`config.mk`:
```
export PLATFORM = sky130hd
export DESIGN_NAME = bcd_to_bin_seq_flat
export DESIGN_NICKNAME = d
export VERILOG_FILES = /design/src/rtl/bcd_to_bin_seq_pkg.sv /design/src/rtl/bcd_to_bin_seq_if.sv /design/src/rtl/bcd_to_bin_seq_digit_adjust.sv /design/src/rtl/bcd_to_bin_seq.sv /design/src/flat_wrapper.sv
export SDC_FILE = /design/constraint.sdc
export NUM_CORES = 1
export LEC_CHECK = 0
export ABC_AREA = 1
export CAP_MARGIN = 10
export CORE_MARGIN = 2
export CORE_UTILIZATION = 57
export DETAILED_ROUTE_END_ITERATION = 8
export PLACE_DENSITY = 0.95
export SYNTH_ARGS = -nofsm -noshare
export SYNTH_HDL_FRONTEND = slang
export SYNTH_SLANG_ARGS = --single-unit
```
`constraint.sdc`:
```
create_clock -name clk -period 3.7 [get_ports clk]
set_input_delay 0.74 -clock clk [delete_from_list [all_inputs] [get_ports clk]]
set_output_delay 0.74 -clock clk [all_outputs]
set_load 0.005 [all_outputs]
```
`src/rtl/bcd_to_bin_seq_pkg.sv`:
```
// Shared types, constants and helpers for the sequential BCD-to-binary converter.
package bcd_pkg;

  typedef logic [3:0] bcd_digit_t;

  localparam bcd_digit_t BCD_MAX_DIGIT  = 4'd9;
  localparam bcd_digit_t BCD_ADJ_THRESH = 4'd8;
  localparam bcd_digit_t BCD_ADJ_VAL    = 4'd3;

  typedef enum logic [1:0] {
    IDLE  = 2'd0,
    SHIFT = 2'd1,
    FIN   = 2'd2
  } conv_state_t;

  // A digit is legal BCD when it lies in 0..9.
  function automatic logic is_valid_bcd(input bcd_digit_t digit);
    return (digit <= BCD_MAX_DIGIT);
  endfunction

endpackage

```
`src/rtl/bcd_to_bin_seq_if.sv`:
```
// Request/result bundle between a BCD producer and the converter.
interface bcd_to_bin_seq_if #(
  parameter int N_DIGITS = 2,
  parameter int BIN_W    = 7
);

  logic                    start;
  logic [4*N_DIGITS-1:0]   bcd_in;
  logic                    busy;
  logic                    done;
  logic                    err;
  logic [BIN_W-1:0]        bin_out;

  // The requester drives start/bcd_in and observes status and result.
  modport master (
    output start, bcd_in,
    input  busy, done, err, bin_out
  );

  // The converter consumes the request and drives status and result.
  modport slave (
    input  start, bcd_in,
    output busy, done, err, bin_out
  );

endinterface

```
`src/rtl/bcd_to_bin_seq_digit_adjust.sv`:
```
// Reverse double-dabble correction for one BCD digit: after a right shift a
// digit of 8 or more has picked up a half-weight bit from the digit above,
// so 3 is removed to restore its decimal meaning.
module bcd_digit_adjust
  import bcd_pkg::*;
(
  input  bcd_digit_t digit_in,
  output bcd_digit_t digit_out
);

  // Subtract 3 from digits at or above 8; the result never borrows.
  always_comb begin
    digit_out = digit_in;
    if (digit_in >= BCD_ADJ_THRESH)
      digit_out = digit_in - BCD_ADJ_VAL;
  end

endmodule

```
`src/rtl/bcd_to_bin_seq.sv`:
```
// Sequential BCD-to-binary converter using iterative reverse double-dabble.
// One bit moves from the BCD register into the binary register per cycle;
// BIN_W cycles complete a conversion. Invalid digits are rejected up front.
module bcd_to_bin_seq
  import bcd_pkg::*;
#(
  parameter int N_DIGITS = 2,
  parameter int BIN_W    = 7
) (
  input  logic              clk,
  input  logic              rst_n,
  bcd_to_bin_seq_if.slave   bus
);

  localparam int BCD_W = 4 * N_DIGITS;
  localparam int CNT_W = $clog2(BIN_W + 1);
  localparam logic [CNT_W-1:0] LAST_CNT = CNT_W'(BIN_W - 1);

  localparam logic [1:0] S_IDLE  = IDLE;
  localparam logic [1:0] S_SHIFT = SHIFT;
  localparam logic [1:0] S_FIN   = FIN;

  logic [1:0]           state;
  logic [BCD_W-1:0]     bcd_reg;
  logic [BIN_W-1:0]     bin_reg;
  logic [CNT_W-1:0]     cnt;
  logic                 busy_q;
  logic                 done_q;
  logic                 err_q;
  logic [BIN_W-1:0]     bin_out_q;

  logic                     in_valid;
  logic [BCD_W+BIN_W-1:0]   shifted;
  logic [BCD_W-1:0]         shifted_bcd;
  logic [BIN_W-1:0]         shifted_bin;
  logic [BCD_W-1:0]         adj_bcd;

  // Every digit of the incoming request must be 0..9 to be converted.
  always_comb begin
    in_valid = 1'b1;
    for (int i = 0; i < N_DIGITS; i++) begin
      if (!is_valid_bcd(bus.bcd_in[4*i +: 4]))
        in_valid = 1'b0;
    end
  end

  assign shifted     = {bcd_reg, bin_reg} >> 1;
  assign shifted_bcd = shifted[BCD_W+BIN_W-1:BIN_W];
  assign shifted_bin = shifted[BIN_W-1:0];

  for (genvar g = 0; g < N_DIGITS; g++) begin : g_adj
    bcd_digit_adjust u_adj (
      .digit_in  (shifted_bcd[4*g +: 4]),
      .digit_out (adj_bcd[4*g +: 4])
    );
  end

  // Control FSM plus shift datapath; done is a single-cycle pulse in FIN.
  always_ff @(posedge clk or negedge rst_n) begin
    if (!rst_n) begin
      state     <= S_IDLE;
      bcd_reg   <= '0;
      bin_reg   <= '0;
      cnt       <= '0;
      busy_q    <= 1'b0;
      done_q    <= 1'b0;
      err_q     <= 1'b0;
      bin_out_q <= '0;
    end else begin
      done_q <= 1'b0;
      case (state)
        S_IDLE: begin
          if (bus.start) begin
            if (!in_valid) begin
              err_q  <= 1'b1;
              done_q <= 1'b1;
              state  <= S_FIN;
            end else begin
              err_q   <= 1'b0;
              bcd_reg <= bus.bcd_in;
              bin_reg <= '0;
              cnt     <= '0;
              busy_q  <= 1'b1;
              state   <= S_SHIFT;
            end
          end
        end
        S_SHIFT: begin
          bcd_reg <= adj_bcd;
          bin_reg <= shifted_bin;
          cnt     <= cnt + CNT_W'(1);
          if (cnt == LAST_CNT) begin
            bin_out_q <= shifted_bin;
            busy_q    <= 1'b0;
            done_q    <= 1'b1;
            state     <= S_FIN;
          end
        end
        S_FIN: begin
          state <= S_IDLE;
        end
        default: begin
          state <= S_IDLE;
        end
      endcase
    end
  end

  assign bus.busy    = busy_q;
  assign bus.done    = done_q;
  assign bus.err     = err_q;
  assign bus.bin_out = bin_out_q;

endmodule

```
`src/flat_wrapper.sv`:
```
// flat-port wrapper written by rule: the top's interface ports become plain ports
module bcd_to_bin_seq_flat import bcd_pkg::*;
#(
  parameter int N_DIGITS = 2,
  parameter int BIN_W    = 7
)
  (clk, rst_n, bus_start, bus_bcd_in, bus_busy, bus_done, bus_err, bus_bin_out);
  bcd_to_bin_seq_if #(.N_DIGITS(N_DIGITS), .BIN_W(BIN_W)) bus_i ();
  input  logic clk;
  input  logic rst_n;
  input wire logic [$bits(bus_i.start)-1:0] bus_start;
  input wire logic [$bits(bus_i.bcd_in)-1:0] bus_bcd_in;
  output wire logic [$bits(bus_i.busy)-1:0] bus_busy;
  output wire logic [$bits(bus_i.done)-1:0] bus_done;
  output wire logic [$bits(bus_i.err)-1:0] bus_err;
  output wire logic [$bits(bus_i.bin_out)-1:0] bus_bin_out;
  assign bus_i.start = bus_start;
  assign bus_i.bcd_in = bus_bcd_in;
  assign bus_busy = bus_i.busy;
  assign bus_done = bus_i.done;
  assign bus_err = bus_i.err;
  assign bus_bin_out = bus_i.bin_out;
  bcd_to_bin_seq #(.N_DIGITS(N_DIGITS), .BIN_W(BIN_W)) u_core (.clk(clk), .rst_n(rst_n), .bus(bus_i));
endmodule
```
==> results of run 1 <==
where the power goes:
group	total, mW	switching, mW	leakage, nW	internal, mW
clock network	0.181	0.109	0.0320	0.0722
registers	0.546	0.101	0.379	0.445
logic	0.519	0.300	0.474	0.219
total	1.25	0.510	0.886	0.737
cells by family after synthesis:
kind of cell             share of synthesized area, %
AND/OR/NAND/NOR                                 31.88
flip-flops                                      50.52
buffers and inverters                           6.881
AO/OA/AOI/OAI                                   7.230
adder cells (fa/ha/maj)                         3.484
metrics by stage:
step                instance area [µm²]  setup WS [ps]  util (%)
finish                             1690           1745     69.50
global route                       1690           1677     69.50
CTS                                1690           1719     69.50
detailed placement                 1639           1454     67.39
global placement                   1639           1557     67.39
floorplan                          1436           2202         -
per-layer routing:
layer | global-route usage [%] | share of wire (%)
met1 | 27.40 | 42
met5 | 0 | 0
met4 | 13.75 | 2.4
met3 | 6.667 | 5.3
met2 | 37.95 | 50
area by class of cell:
| cell class | count | area, µm² | area share (%) |
|---|---|---|---|
| clock buffer | 6 | 41.29 | 2.443 |
| sequential | 29 | 725.7 | 42.93 |
| tap | 30 | 37.54 | 2.221 |
| timing repair buffer | 21 | 207.7 | 12.29 |
| inverter | 15 | 56.30 | 3.331 |
| clock inverter | 2 | 10.01 | 0.5922 |
| multi-input combinational | 121 | 611.8 | 36.20 |
how the worst min path moves through the flow:
stage	startpoint	endpoint	slack (ps)	cells past startpoint
2_1_floorplan	rst_n	u_core.bcd_reg[0]$_DFFE_PN0P_	440	0
3_3_place_gp	u_core.bus.busy$_DFFE_PN0P_	u_core.bus.busy$_DFFE_PN0P_	460	2
3_5_place_dp	u_core.bus.busy$_DFFE_PN0P_	u_core.bus.busy$_DFFE_PN0P_	460	2
4_1_cts	u_core.bus.busy$_DFFE_PN0P_	u_core.bus.busy$_DFFE_PN0P_	480	2
5_1_grt	u_core.bus.busy$_DFFE_PN0P_	u_core.bus.busy$_DFFE_PN0P_	500	2
6_report	u_core.bus.busy$_DFFE_PN0P_	u_core.bus.busy$_DFFE_PN0P_	490	2
cells in the final DEF (no fill, tap or decap), types with 2 or more instances in the layout:
| cell type | n |
|---|---|
| ha_1 | 4 |
| nand3_1 | 21 |
| nand2_1 | 74 |
| or2_2 | 2 |
| o21ai_2 | 9 |
| clkbuf_4 | 5 |
| dfrtp_1 | 29 |
| clkdlybuf4s50_1 | 20 |
| inv_1 | 13 |
| inv_2 | 2 |
| clkinv_2 | 2 |
==> results.cfg, run 1 <==
[synth]
synthArstFlopShare_pct = 100.0
syn-num-nets = 185
synth_edf_count = 0
postSynthAreaPerCell_um2 = 8.449
ys.flop_type = dfrtp_1
seq_area_frac_synth_pct = 50.52
synthCells = 170
synth_cell_types = 22
yosys.area.top_type = dfrtp_1
ys_warn_count = 0
synth.top_cell.area_share_pct = 50.52
synthTopCellsByCount = 74 x nand2_1, 29 x dfrtp_1, 21 x nand3_1, 13 x inv_1, 9 x o21ai_2
synth-seq-cells = 29
synth.most_common_cell = nand2_1
syn_area_um2 = 1436
ys_top_cells_by_area = dfrtp_1 51%, nand2_1 19%, nand3_1 7.3%, o21ai_2 5.5%, ha_1 3.5%

[critical_path]
cpLargestDelayFamily = buffers and inverters
crit_chain = clkdlybuf4s50_1
reg2reg_from = u_core.state[1]$_DFFE_PN0P_
max_stage_delay_ps = 510
path_buf_inv = 1
reg2reg_to = u_core.cnt[1]$_DFFE_PN0P_
critPathSlowestCell = clkdlybuf4s50_1
worstPathRequired_ps = 2960
cp.depth = 1
critPathMaxFanout = 2
cp-endpoint = bus_bin_out[1]
reg2reg_slack_ps = 2070
critPathLaunch = u_core.bus.bin_out[1]$_DFFE_PN0N_
crit_type = reg -> out
endpoint_kind = output port
r2r_cells = 4
cp-start-kind = flop
arrival_ps = 1220

[outcome]
status = complete, no violations

[floorplan]
die_w_um = 54.20
io_pins = 21
initial_core_util_pct = 59.05
die_y_um = 54.20
die-area_um2 = 2938
rows = 18
core_area_um2 = 2432

[layout]
antennaDiodeCount = 0
drive_gt1_share_pct = 12.89
layout.nets = 208
fin_cells = 224
fillCellCount = 175
largest_reg_flops = 8
area_growth_pct = 17.68

[placed_design]
portBuffers = 20
gp_congestion = 0.8013
dp_hpwl_mm = 2.050
place_inst = 216

[drt]
dr_total_vias = 1230
drt-total-wl_mm = 3.036
wl_per_cell_um = 13.55
drt-pass1-iter-count = 4
drtAntennaViolNets = 0
via_per_inst = 5.491
drt_iter0_markers = 48
drc = 0

[sta]
setup_viol_count_final = 0
fin_skew_ps = 8.064
slew_violations = 0
worst_pin_slew_ps = 463.4
rsz0062_at_grt = no
post-route-period-util_pct = 52.84
max_freq_mhz = 511.5
timing.hold.ws_ps = 494.0
relSlewSlack_pct = 69.03
tns_ps = 0
hold_violations = 0
fin_crit_ps = 1955

[grt]
grt_overflow_total = 0
grt_first_pass_wirelength_mm = 4.678
antenna_found_initial = 0
grt_pass1_vias = 1113
grt_util_all_layers_pct = 23.42
grt_start_max_net_pins = 30

[power_and_ir_drop]
p_leak_nw = 0.8855
vdd_drop_max_mv = 0.4444
powerDensity_nw_per_um2 = 737.6
p_total_mw = 1.247

[job]
drv_cap = 0

[clock_network]
cts_buffer_depth = 2
numClockSinks = 29
cts_root_buffer = clkbuf_4
cts_resized = 0
ctsHtreeMaxLevel = 2
clk_pin_slew_ps = 90
clock_latency_ps = 330
post_cts.repair.setup_buffers = 0
ctsHoldBuffers = 0
cts_inserted_buffers = 5
cts_tree = yes

[min_path]
hp-class = reg -> reg
No activity file was read; power rests on OpenSTA's default activity.
==> run 2: changes to the inputs <==
CORE_UTILIZATION = 48   (was 57)
PLACE_DENSITY = 0.87   (was 0.95)
clock period = 1.6 ns   (was 3.7 ns; I/O delays follow)
==> results.cfg, run 2 (synthesis gave the netlist of run 1 again) <==
[sta]
tns_ps = 0
hold_violations = 0
fin_skew_ps = 11.71
rsz0062_at_grt = no
fin_crit_ps = 1518
relSlewSlack_pct = 72.22
slew_violations = 0
setup_viol_count_final = 0
max_freq_mhz = 658.9
post-route-period-util_pct = 94.85
timing.hold.ws_ps = 353.8
worst_pin_slew_ps = 416.1
finalWorstSetupSlack_ps = 82.36

[grt]
grt_pass1_vias = 1094
grt_first_pass_wirelength_mm = 4.774
grt_util_all_layers_pct = 18.91
grt_overflow_total = 0
grt_start_max_net_pins = 30
antenna_found_initial = 0

[clock_network]
numClockSinks = 29
cts_buffer_depth = 2
cts_resized = 0
clock_latency_ps = 330
ctsHtreeMaxLevel = 2
cts_root_buffer = clkbuf_4
cts_inserted_buffers = 5
cts_tree = yes
clk_pin_slew_ps = 100
post_cts.repair.setup_buffers = 0
ctsHoldBuffers = 0

[outcome]
status = finished with violations
violations = design-rule violations

[floorplan]
rows = 19
initial_core_util_pct = 51.20
die-area_um2 = 3446
io_pins = 21
core_area_um2 = 2805
die_y_um = 58.71
die_w_um = 58.71

[layout]
fillCellCount = 230
drive_gt1_share_pct = 16.00
antennaDiodeCount = 0
seq_area_um2 = 725.7
layout.nets = 214
layout_commonest_cell = nand2_1
final_area_um2 = 1788
area_growth_pct = 24.48
final_cell_mix = 74 x nand2_1, 29 x dfrtp_1, 21 x nand3_1, 20 x clkdlybuf4s50_1, 13 x inv_1
largest_reg_flops = 8
multiInputGateArea_um2 = 611.8

[critical_path]
critPathMaxFanout = 2
critPathSlowestCell = clkdlybuf4s50_1
cp-start-kind = flop
max_stage_delay_ps = 500
cpLargestDelayFamily = buffers and inverters
path_buf_inv = 1
crit_type = reg -> out
endpoint_kind = output port
worstPathRequired_ps = 1280
crit_chain = clkdlybuf4s50_1
arrival_ps = 1200

[drt]
drt-total-wl_mm = 2.716
via_per_inst = 5.104
drt_iter0_markers = 53
drtAntennaViolNets = 0
wl_per_cell_um = 11.76
drc = 3
dr_total_vias = 1179
drt-pass1-iter-count = 6

[power_and_ir_drop]
p_total_mw = 3.202
powerDensity_nw_per_um2 = 1791
vdd_drop_max_mv = 1.041
p_leak_nw = 0.9361

[job]
drv_cap = 0

[placed_design]
placed_area_um2 = 1685
portBuffers = 20
gp_congestion = 0.8255
preCtsSetupSlack_ps = 43.22
dp_hpwl_mm = 1.920

[min_path]
hp-class = in -> async
==> run 2: cell types whose count changed in the layout (fill, tap and decap cells not counted), sizes merged <==
cell    previous run  this run
clkinv             2         1
bufinv             0         2
clkbuf             6         5
buf                1         7
==> run 2: power breakdown <==
part / switching, mW / internal [mW]
sequential: 0.218 / 1.03
clock: 0.261 / 0.484
combinational: 0.674 / 0.536
total: 1.15 / 2.05
==> run 2: per-layer routing <==
metal | global-route usage (%) | share of wire [%] | routed length [µm]
met5 | 0 | 0 | 0
met4 | 8.442 | 2.0 | 55
met3 | 6.813 | 5.4 | 147
met2 | 30.82 | 50 | 1358
met1 | 22.49 | 42 | 1154
==> run 2: cell type report <==
cell class,count,share of cell area (%)
clock inverters,3,3.639
inverters,15,3.149
well taps,31,2.169
flip-flops and latches,29,40.59
clock buffers,5,2.099
repair buffers,27,14.14
multi-input cells,121,34.22
==> run 2: final timing paths <==
path	from	to	slack (ps)	cells past startpoint
worst max-delay path	u_core.bus.err$_DFFE_PN0P_	bus_err	80	1
worst max register to register	u_core.state[1]$_DFFE_PN0P_	u_core.cnt[1]$_DFFE_PN0P_	240	4
worst min register to register	u_core.bus.bin_out[2]$_DFFE_PN0N_	u_core.bus.bin_out[2]$_DFFE_PN0N_	490	2
max in group asynchronous	rst_n	u_core.cnt[2]$_DFFE_PN0P_	980	2
min in group clk	u_core.bus.bin_out[2]$_DFFE_PN0N_	u_core.bus.bin_out[2]$_DFFE_PN0N_	490	2
worst min-delay path	rst_n	u_core.bin_reg[4]$_DFFE_PN0P_	350	2
==> run 2: through the flow <==
| stage | std cells | util [%] |
|---|---|---|
| floorplan | 170 | - |
| global placement | 223 | 60.08 |
| detailed placement | 223 | 60.08 |
| CTS | 231 | 63.74 |
| global route | 231 | 63.74 |
| finish | 231 | 63.74 |
